File: src/rtl/aiva_pkg.sv
// Shared opcode constants and FSM state encoding for the instruction
// execution controller.
package aiva_pkg;

    localparam int unsigned OPC_NOP  = 0;
    localparam int unsigned OPC_LDI  = 1;
    localparam int unsigned OPC_JMP  = 2;
    localparam int unsigned OPC_WAIT = 3;
    // HALT is the all-ones opcode; it is matched by a reduction AND at the use site.

    typedef enum logic [1:0] {
        ST_IDLE = 2'd0,
        ST_EXEC = 2'd1,
        ST_WAIT = 2'd2,
        ST_HALT = 2'd3
    } state_e;

endpackage

File: src/rtl/exec_wait_cnt.sv
// Down-counter for WAIT instructions: loadable, decrements when enabled,
// saturates at zero, and flags when the count is exactly one.
module exec_wait_cnt #(
    parameter int unsigned CNT_W = 8
) (
    input  logic             clk,
    input  logic             rst,
    input  logic             load,
    input  logic [CNT_W-1:0] load_val,
    input  logic             en,
    output logic             is_one
);

    logic [CNT_W-1:0] cnt_q, cnt_d;

    always_comb begin
        cnt_d = cnt_q;
        if (load) begin
            cnt_d = load_val;
        end else if (en && (cnt_q != '0)) begin
            cnt_d = cnt_q - 1'b1;
        end
    end

    always_ff @(posedge clk or posedge rst) begin
        if (rst) begin
            cnt_q <= '0;
        end else begin
            cnt_q <= cnt_d;
        end
    end

    assign is_one = (cnt_q == CNT_W'(1));

endmodule

File: src/rtl/exec_ctrl.sv
// Instruction execution controller: latches an instruction word from fetch,
// sequences it through IDLE/EXEC/WAIT/HALT and raises registered strobes.
module exec_ctrl
    import aiva_pkg::*;
#(
    parameter int unsigned INSTR_W = 24,
    parameter int unsigned OPC_W   = 8,
    parameter int unsigned CNT_W   = 8,
    localparam int unsigned OPR_W  = INSTR_W - OPC_W
) (
    input  logic               clk,
    input  logic               rst,
    input  logic               op_rdy,
    input  logic [INSTR_W-1:0] opcode_in,
    input  logic               resume,
    output logic               pc_en,
    output logic               pc_load,
    output logic [OPR_W-1:0]   pc_target,
    output logic               load_en,
    output logic [OPR_W-1:0]   load_data,
    output logic               done,
    output logic               halted,
    output logic               illegal
);

    state_e             state_q, state_d;
    logic [INSTR_W-1:0] instr_q, instr_d;
    logic               done_q, done_d;
    logic               load_en_q, load_en_d;
    logic               pc_load_q, pc_load_d;
    logic               illegal_q, illegal_d;
    logic               halted_q, halted_d;
    logic               cnt_load, cnt_en, cnt_is_one;

    logic [OPC_W-1:0]   opc_in, opc_d;
    logic [CNT_W-1:0]   wait_n_in;

    assign opc_in    = opcode_in[INSTR_W-1 -: OPC_W];
    assign wait_n_in = opcode_in[CNT_W-1:0];
    assign opc_d     = instr_d[INSTR_W-1 -: OPC_W];

    exec_wait_cnt #(
        .CNT_W (CNT_W)
    ) u_wait_cnt (
        .clk      (clk),
        .rst      (rst),
        .load     (cnt_load),
        .load_val (wait_n_in),
        .en       (cnt_en),
        .is_one   (cnt_is_one)
    );

    always_comb begin
        state_d  = state_q;
        instr_d  = instr_q;
        cnt_load = 1'b0;
        cnt_en   = 1'b0;
        case (state_q)
            ST_IDLE: begin
                if (op_rdy) begin
                    instr_d = opcode_in;
                    if ((opc_in == OPC_W'(OPC_WAIT)) && (wait_n_in != '0)) begin
                        state_d  = ST_WAIT;
                        cnt_load = 1'b1;
                    end else if (&opc_in) begin
                        state_d = ST_HALT;
                    end else begin
                        state_d = ST_EXEC;
                    end
                end
            end
            ST_EXEC: state_d = ST_IDLE;
            ST_WAIT: begin
                cnt_en = 1'b1;
                if (cnt_is_one) begin
                    state_d = ST_EXEC;
                end
            end
            ST_HALT: begin
                if (resume) begin
                    state_d = ST_EXEC;
                end
            end
            default: state_d = ST_IDLE;
        endcase
    end

    // Strobes are registered: decode the opcode that will be held during the
    // next cycle so each strobe coincides with the EXEC cycle.
    always_comb begin
        done_d    = (state_d == ST_EXEC);
        load_en_d = done_d && (opc_d == OPC_W'(OPC_LDI));
        pc_load_d = done_d && (opc_d == OPC_W'(OPC_JMP));
        illegal_d = done_d && (opc_d > OPC_W'(OPC_WAIT)) && !(&opc_d);
        halted_d  = (state_d == ST_HALT);
    end

    always_ff @(posedge clk or posedge rst) begin
        if (rst) begin
            state_q   <= ST_IDLE;
            instr_q   <= '0;
            done_q    <= 1'b0;
            load_en_q <= 1'b0;
            pc_load_q <= 1'b0;
            illegal_q <= 1'b0;
            halted_q  <= 1'b0;
        end else begin
            state_q   <= state_d;
            instr_q   <= instr_d;
            done_q    <= done_d;
            load_en_q <= load_en_d;
            pc_load_q <= pc_load_d;
            illegal_q <= illegal_d;
            halted_q  <= halted_d;
        end
    end

    assign done      = done_q;
    assign load_en   = load_en_q;
    assign pc_load   = pc_load_q;
    assign illegal   = illegal_q;
    assign halted    = halted_q;
    assign pc_target = instr_q[OPR_W-1:0];
    assign load_data = instr_q[OPR_W-1:0];
    assign pc_en     = done_q || ((state_q == ST_IDLE) && !op_rdy);

endmodule

File: config.mk
export PLATFORM = sky130hd
export DESIGN_NAME = exec_ctrl
export DESIGN_NICKNAME = d
export VERILOG_FILES = /design/src/rtl/aiva_pkg.sv /design/src/rtl/exec_wait_cnt.sv /design/src/rtl/exec_ctrl.sv
export SDC_FILE = /design/constraint.sdc
export NUM_CORES = 1
export LEC_CHECK = 0
export BUFFER_PORTS_ARGS = -buffer_cell sky130_fd_sc_hd__buf_4
export CORE_MARGIN = 2
export CORE_UTILIZATION = 30
export CTS_BUF_LIST = sky130_fd_sc_hd__clkbuf_4
export CTS_CLUSTER_SIZE = 24
export DETAILED_ROUTE_END_ITERATION = 7
export GPL_TIMING_DRIVEN = 0
export SETUP_SLACK_MARGIN = 0.1
export SLEW_MARGIN = 20
export SYNTH_ARGS = -nofsm -noshare
export SYNTH_HDL_FRONTEND = slang
export SYNTH_SLANG_ARGS = --single-unit
File: constraint.sdc
create_clock -name clk -period 2.05 [get_ports clk]
set_input_delay 0.3075 -clock clk [delete_from_list [all_inputs] [get_ports clk]]
set_output_delay 0.3075 -clock clk [all_outputs]
set_load 0.01 [all_outputs]
* Word level (Yosys, flattened, before mapping)
Cells that the tools add are included.
** Storage, ports and cells
- Register bits :: 39
- Bits of input ports :: 28
- Output and inout port bits :: 38
- Word-level logic and storage cells :: 51
** Operators by class
- Add/sub/neg operators :: 1
- Order comparisons :: 1
- Eq/ne operators :: 9
- Mux-type cells :: 14
- Reductions and logical operators :: 17
** Operators by type and width (count)
- $mux 24 :: 2
- $eq 8x1->1 const B :: 2
- $eq 8x2->1 const B :: 2
- $mux 8 :: 2
- $reduce_and 8->1 :: 2
- $reduce_bool 8->1 :: 2
- $mux 2 :: 5
- $gt 8x2->1 const B :: 1
- $pmux 2 s4 :: 1
- $sub 8x1->8 const B :: 1
- $logic_and 1x1->1 :: 7
- $eq 2x2->1 const B :: 3
- $eq 2x1->1 const B :: 2
- $mux 1 :: 4
- $logic_not 1->1 :: 2
- $logic_not 2->1 :: 1
- $reduce_and 2->1 :: 1
- $reduce_bool 2->1 :: 1
- $logic_or 1x1->1 :: 1

* Longest topological paths before layout
- Depth after elaboration :: 8
- Gate-level depth with buffers :: 6
- Depth with buffers taken out :: 6

* Cells and area by module
From an unflattened synthesis, not the netlist that was laid out.
** Second synthesis, totals
- Cell total of the unflattened synthesis :: 248
- Area, all modules :: 2173.3 µm²
** By module, submodules not included
- exec_ctrl :: times used 1, cells each 184, area each 1616.6 µm², sequential area each 775.7 µm²
- exec_wait_cnt :: times used 1, cells each 64, area each 556.8 µm², sequential area each 200.2 µm²

* Least setup slack after synthesis
No wires, ideal clock.
- Kind :: reg-to-reg
- From :: register u_wait_cnt.cnt_q[0]
- To :: register u_wait_cnt.cnt_q[4]
- Setup time :: 0.126 ns
- Data arrival time :: 1.686 ns
- Data required time :: 1.924 ns
- Setup slack :: 0.238 ns
- Cell stages (with the launch flop) :: 7
- Buffers on the path :: 0
- Period minus slack after synthesis :: 1.812 ns
- Cell sequence :: dfrtp_1 inv_1 ha_1 or4b_1 o21ai_2 o41ai_1 a221o_1
** Between the ends
- Word-level cells in the longest chain between the ends :: 3
- Elaborated cells on any way between the ends :: 6
- Classes of those cells :: add/sub (1); mux (2); reduce/logical (3)
** Ends and longest elaborated chain
- start: declaration :: line exec_wait_cnt.sv:14 : logic [CNT_W-1:0] cnt_q, cnt_d;
- start signal: assignment :: line exec_wait_cnt.sv:29 : cnt_q <= cnt_d;
- $sub 8x1->8 or $reduce_bool 8->1 (tied branches) :: line exec_wait_cnt.sv:21, exec_wait_cnt.sv:20
- $mux 8 or $logic_and 1x1->1 (tied branches) :: line exec_wait_cnt.sv:20 : end else if (en && (cnt_q != '0)) begin
- $mux 8 or $reduce_bool 2->1 (tied branches)
Parallel ways exist; a longest one is shown, timed or not. The select of a mux whose other input is x is not followed.
A chain may end at the register's enable or synchronous reset.

* Worst setup path after layout
- From :: register u_wait_cnt.cnt_q[1]
- To :: register done_q, in the netlist done
** Between the ends
- Word-level cells in the longest chain between the ends :: 4
** Ends and longest elaborated chain
- $eq 8x1->1 :: line exec_wait_cnt.sv:33 : assign is_one = (cnt_q == CNT_W'(1));
- $mux 2 :: line exec_ctrl.sv:75 : if (cnt_is_one) begin
- $pmux 2 s4 :: line exec_ctrl.sv:58 : case (state_q)
- $eq 2x1->1 :: line exec_ctrl.sv:91 : done_d = (state_d == ST_EXEC);
- via done_d :: line exec_ctrl.sv:28 : logic done_q, done_d;
- end signal: assignment :: line exec_ctrl.sv:110 : done_q <= done_d;
- end: declaration :: line exec_ctrl.sv:28
The timed path passes the listed nets, and every way through them passes these cells.

==> Flow_metrics.wiki <==
{| class="wikitable"
! Metric !! Value
|-
| Fraction of layout cells with a size suffix above 1 || 42.19%
|-
| Post-detail-place hpwl || 3.776 mm
|-
| Fin util || 43.74%
|-
| Worst-path fanout max || 3
|-
| CTS Root Buffer Type || sky130_fd_sc_hd__clkbuf_4
|-
| Post-synthesis area per instance || 8.879 um2
|-
| Core Box Area || 0.006794 mm2
|-
| Worst setup path class || register to register
|-
| Final period demand of the worst path || 1952 ps
|-
| Via density per instance || 4.447
|-
| Final Slew Violations || 0
|-
| Combinational share of power || 33.8%
|-
| CP cell instances || inv_2, ha_1, or4b_4, o311a_4, a21o_4, buf_12, nor2_4
|-
| Transition time at the pin with the least slew margin || 575.9 ps
|-
| Classification of the worst-slack hold path || input pin to register
|-
| Num rows || 30
|-
| Via count of the first global-routing pass || 1,673
|-
| Synthesis-to-layout area growth || 40.62%
|-
| Data required, critical path || 2350 ps
|-
| Input/output buffers || 65
|-
| Ys Warns || 0
|-
| Ratio of final minimum period to clock period || 95.20%
|-
| Global-route wire length before repair || 8.114 mm
|-
| CP Capture Type || register
|-
| RD Place Congestion || 0.8532
|-
| Die area || 0.007732 mm2
|-
| # DRC || 0
|-
| Part of the power in the clock network || 22.9%
|-
| Global-route total usage across every layer || 13.41%
|-
| Overflow left after global routing || 0
|-
| Complex-gate fraction of the synthesized area || 10.36%
|-
| Maximum clock insertion buffer count || 2
|-
| Mux share of post-synthesis cell area || 0%
|-
| WL/cell || 12.17 um
|-
| Family of cells with the greatest summed delay on the critical path || compound AO/OA/AOI/OAI gates
|-
| Asr flop ratio synth || 100.0%
|-
| Synth Area in XOR/XNOR || 0.4144%
|-
| I/O pins || 66
|-
| Count of antenna diodes in the layout || 0
|-
| Peak VDD IR || 339.2 uV
|-
| Combinational family with the most area after synthesis || simple AND/OR/NAND/NOR gates
|-
| Post-Synth Simple-Gate Area || 27.35%
|-
| Antenna violation net count after detailed routing || 0
|-
| Net total in the final layout || 350
|-
| EDFF count, synth || 0
|-
| H-tree depth || 2
|-
| Switching part of the total || 30.50%
|-
| Leakage power summed over all cells || 1.486 nW
|-
| Distinct cell type count after synthesis || 46
|-
| Post-Synthesis Cell Area || 0.002113 mm2
|-
| Initial standard-cell utilization of the core || 31.10%
|-
| Clk_lat worst skew || 350 ps
|-
| Fin Setup TNS || 0 ps
|-
| Vertical extent of the die || 87.93 um
|-
| Final number of setup-violating endpoints || 0
|-
| Routed vias || 1,850
|-
| 1st-pass router iterations || 5
|-
| Total CTS buffers || 5
|-
| Outcome || completed
|-
| Max-cap violation count || 0
|-
| Net switching power || 0.0006872 W
|-
| Total count of hold-check failures in the final report || 0
|-
| RSZ-0062 raised after global routing || true
|-
| Synthesized Nets || 269
|-
| Peak Freq || 512.4 MHz
|-
| Power density normalized to cell area || 758.1 mW/mm2
|-
| Total detailed-routing wirelength || 5.063 mm
|-
| Worst-path cell with the longest stage delay || sky130_fd_sc_hd__or4b_4
|-
| Setup Skew || 10.10 ps
|-
| Clk pin slew, worst setup/hold paths || 130 ps
|-
| Die Wd || 87.93 um
|-
| Post-synthesis sequential area ratio || 46.18%
|-
| Pin count of the biggest net entering global routing || 35
|-
| Worst setup SP type || register
|-
| Post-Syn Instances || 238
|-
| Most used DFF post-synth || sky130_fd_sc_hd__dfrtp_1
|-
| Max-Slew Margin vs Limit || 61.44%
|-
| TritonCTS clock tree || built
|-
| Iteration-0 DRC Markers || 68
|-
| Register bit total from synthesis || 39
|-
| Crit path buffers/inverters || 2
|-
| Filler cell count in the final layout || 689
|-
| Adder and majority cell fraction of the synthesized area || 1.776%
|-
| Worst path max stage delay || 490 ps
|-
| Number of antenna violations at the first check in global routing || 0
|-
| CP arrival || 2250 ps
|-
| Sink Count || 39
|-
| Pint || 0.001565 W
|-
| Flop pwr share || 43.3%
|}
[per-layer routing]
metal  GRT usage [%]  part of all wire [%]
met1           18.96                    48
met2           20.52                    46
met3           2.922                   4.9
met4           4.196                   1.5
met5               0                     0
[worst paths after layout]
kind                                                 start                 endpoint  slack (ps)  depth (start not counted)
max                        u_wait_cnt.cnt_q[1]$_DFFE_PP0P_           done$_DFF_PP0_         100                          7
min                                          opcode_in[13]  instr_q[13]$_DFFE_PP0P_         140                          3
max reg2reg                u_wait_cnt.cnt_q[1]$_DFFE_PP0P_           done$_DFF_PP0_         100                          7
min reg2reg                        instr_q[13]$_DFFE_PP0P_  instr_q[13]$_DFFE_PP0P_         520                          2
max in group asynchronous                              rst     state_q[0]$_DFF_PP0_        1240                          4
min in group asynchronous                              rst  instr_q[12]$_DFFE_PP0P_         390                          3
[sequential cells by signal, summed over array words and instances (netlist names)]
| register | flops |
|---|---|
| halted | 1 |
| u_wait_cnt.cnt_q | 8 |
| load_en | 1 |
| instr_q | 24 |
| done | 1 |
| state_q | 2 |
| illegal | 1 |
| pc_load | 1 |
[power by group through the flow]
stage	Combinational [W]	Sequential, W	Clock, W
after floorplan	0.000413	0.000966	0
after global placement	0.000659	0.000986	0
final	0.000760	0.000976	0.000517
after CTS	0.000713	0.000974	0.000527
after global routing	0.000840	0.000994	0.000562
after detailed placement	0.000680	0.000993	0
[cell usage after synthesis, drive strengths merged (2+ instances only)]
library cell | number | area (um2)
or4b | 2 | 23.77
nor2 | 5 | 18.77
and2 | 2 | 15.02
nand2 | 82 | 307.8
o311ai | 2 | 25.03
nand2b | 2 | 12.51
buf | 33 | 245.2
nand4 | 4 | 25.02
or3 | 2 | 17.52
nor3 | 5 | 25.02
or4 | 3 | 26.27
dfrtp | 39 | 975.9
inv | 8 | 30.03
o21ai | 5 | 28.78
a221o | 3 | 30.03
nor2b | 2 | 12.51
o221ai | 2 | 17.52
nor3b | 4 | 35.03
a21oi | 3 | 15.01
a31oi | 2 | 12.51
o211ai | 2 | 15.01
ha | 3 | 37.54
o31ai | 2 | 15.01
nor4 | 4 | 25.02
clkbuf | 5 | 18.77
[cell families after synthesis]
| group | after synthesis |
|---|---|
| simple gates | 121 |
| fa+ha+maj | 3 |
| compound gates | 28 |
| buf+inv | 46 |
| flops | 39 |
| xor+xnor | 1 |
[layout by cell type, fill, tap and decap left out, drive strengths merged, types with 3 or more instances in the layout]
master	n
a21oi	3
a221o	3
buf	105
clkbuf	11
dfrtp	39
ha	3
inv	8
nand2	82
nand4	4
nor2	5
nor3	5
nor3b	4
nor4	4
o21ai	5
or4	3
[repair_timing]
| item | in CTS | in global routing |
|---|---|---|
| gates cloned | 0 | 0 |
| setup buffers | 2 | 5 |
| gates resized for setup | 4 | 13 |
| pin swaps | 0 | 4 |
| hold buffers | 1 | 0 |
| setup endpoints to repair | 7 | 13 |
| hold endpoints to repair | 5 | 0 |
[final cells by class]
class / count / area [um2] / area share (%)
plain buffers: 38 / 266.5 / 8.968
clock buffers: 5 / 37.54 / 1.263
clock inverters: 3 / 38.79 / 1.305
inverters: 8 / 30.03 / 1.011
multi-input cells: 153 / 917.1 / 30.86
flip-flops and latches: 39 / 978.4 / 32.93
well taps: 96 / 120.1 / 4.042
repair buffers: 74 / 583.1 / 19.62
[metrics by stage]
step                cell area, um2  hold slack [ps]  setup slack, ps  total power, W  cells
floorplan                     2113            412.9            237.6        0.001380    238
global placement              2721            487.5            13.02        0.001645    399
detailed placement            2741            219.7            14.63        0.001673    400
CTS                           2880            130.7            95.28        0.002214    411
global route                  2972            139.1            26.73        0.002396    416
finish                        2972            137.7            98.48        0.002253    416
[worst reg2reg max path: stages (launching register included)]
cell                      delay, ps
sky130_fd_sc_hd__dfrtp_1        410
sky130_fd_sc_hd__inv_2           60
sky130_fd_sc_hd__ha_1           120
sky130_fd_sc_hd__or4b_4         490
sky130_fd_sc_hd__o311a_4        400
sky130_fd_sc_hd__a21o_4         210
sky130_fd_sc_hd__buf_12         130
sky130_fd_sc_hd__nor2_4          70
Power figures use the tool's default switching activity.
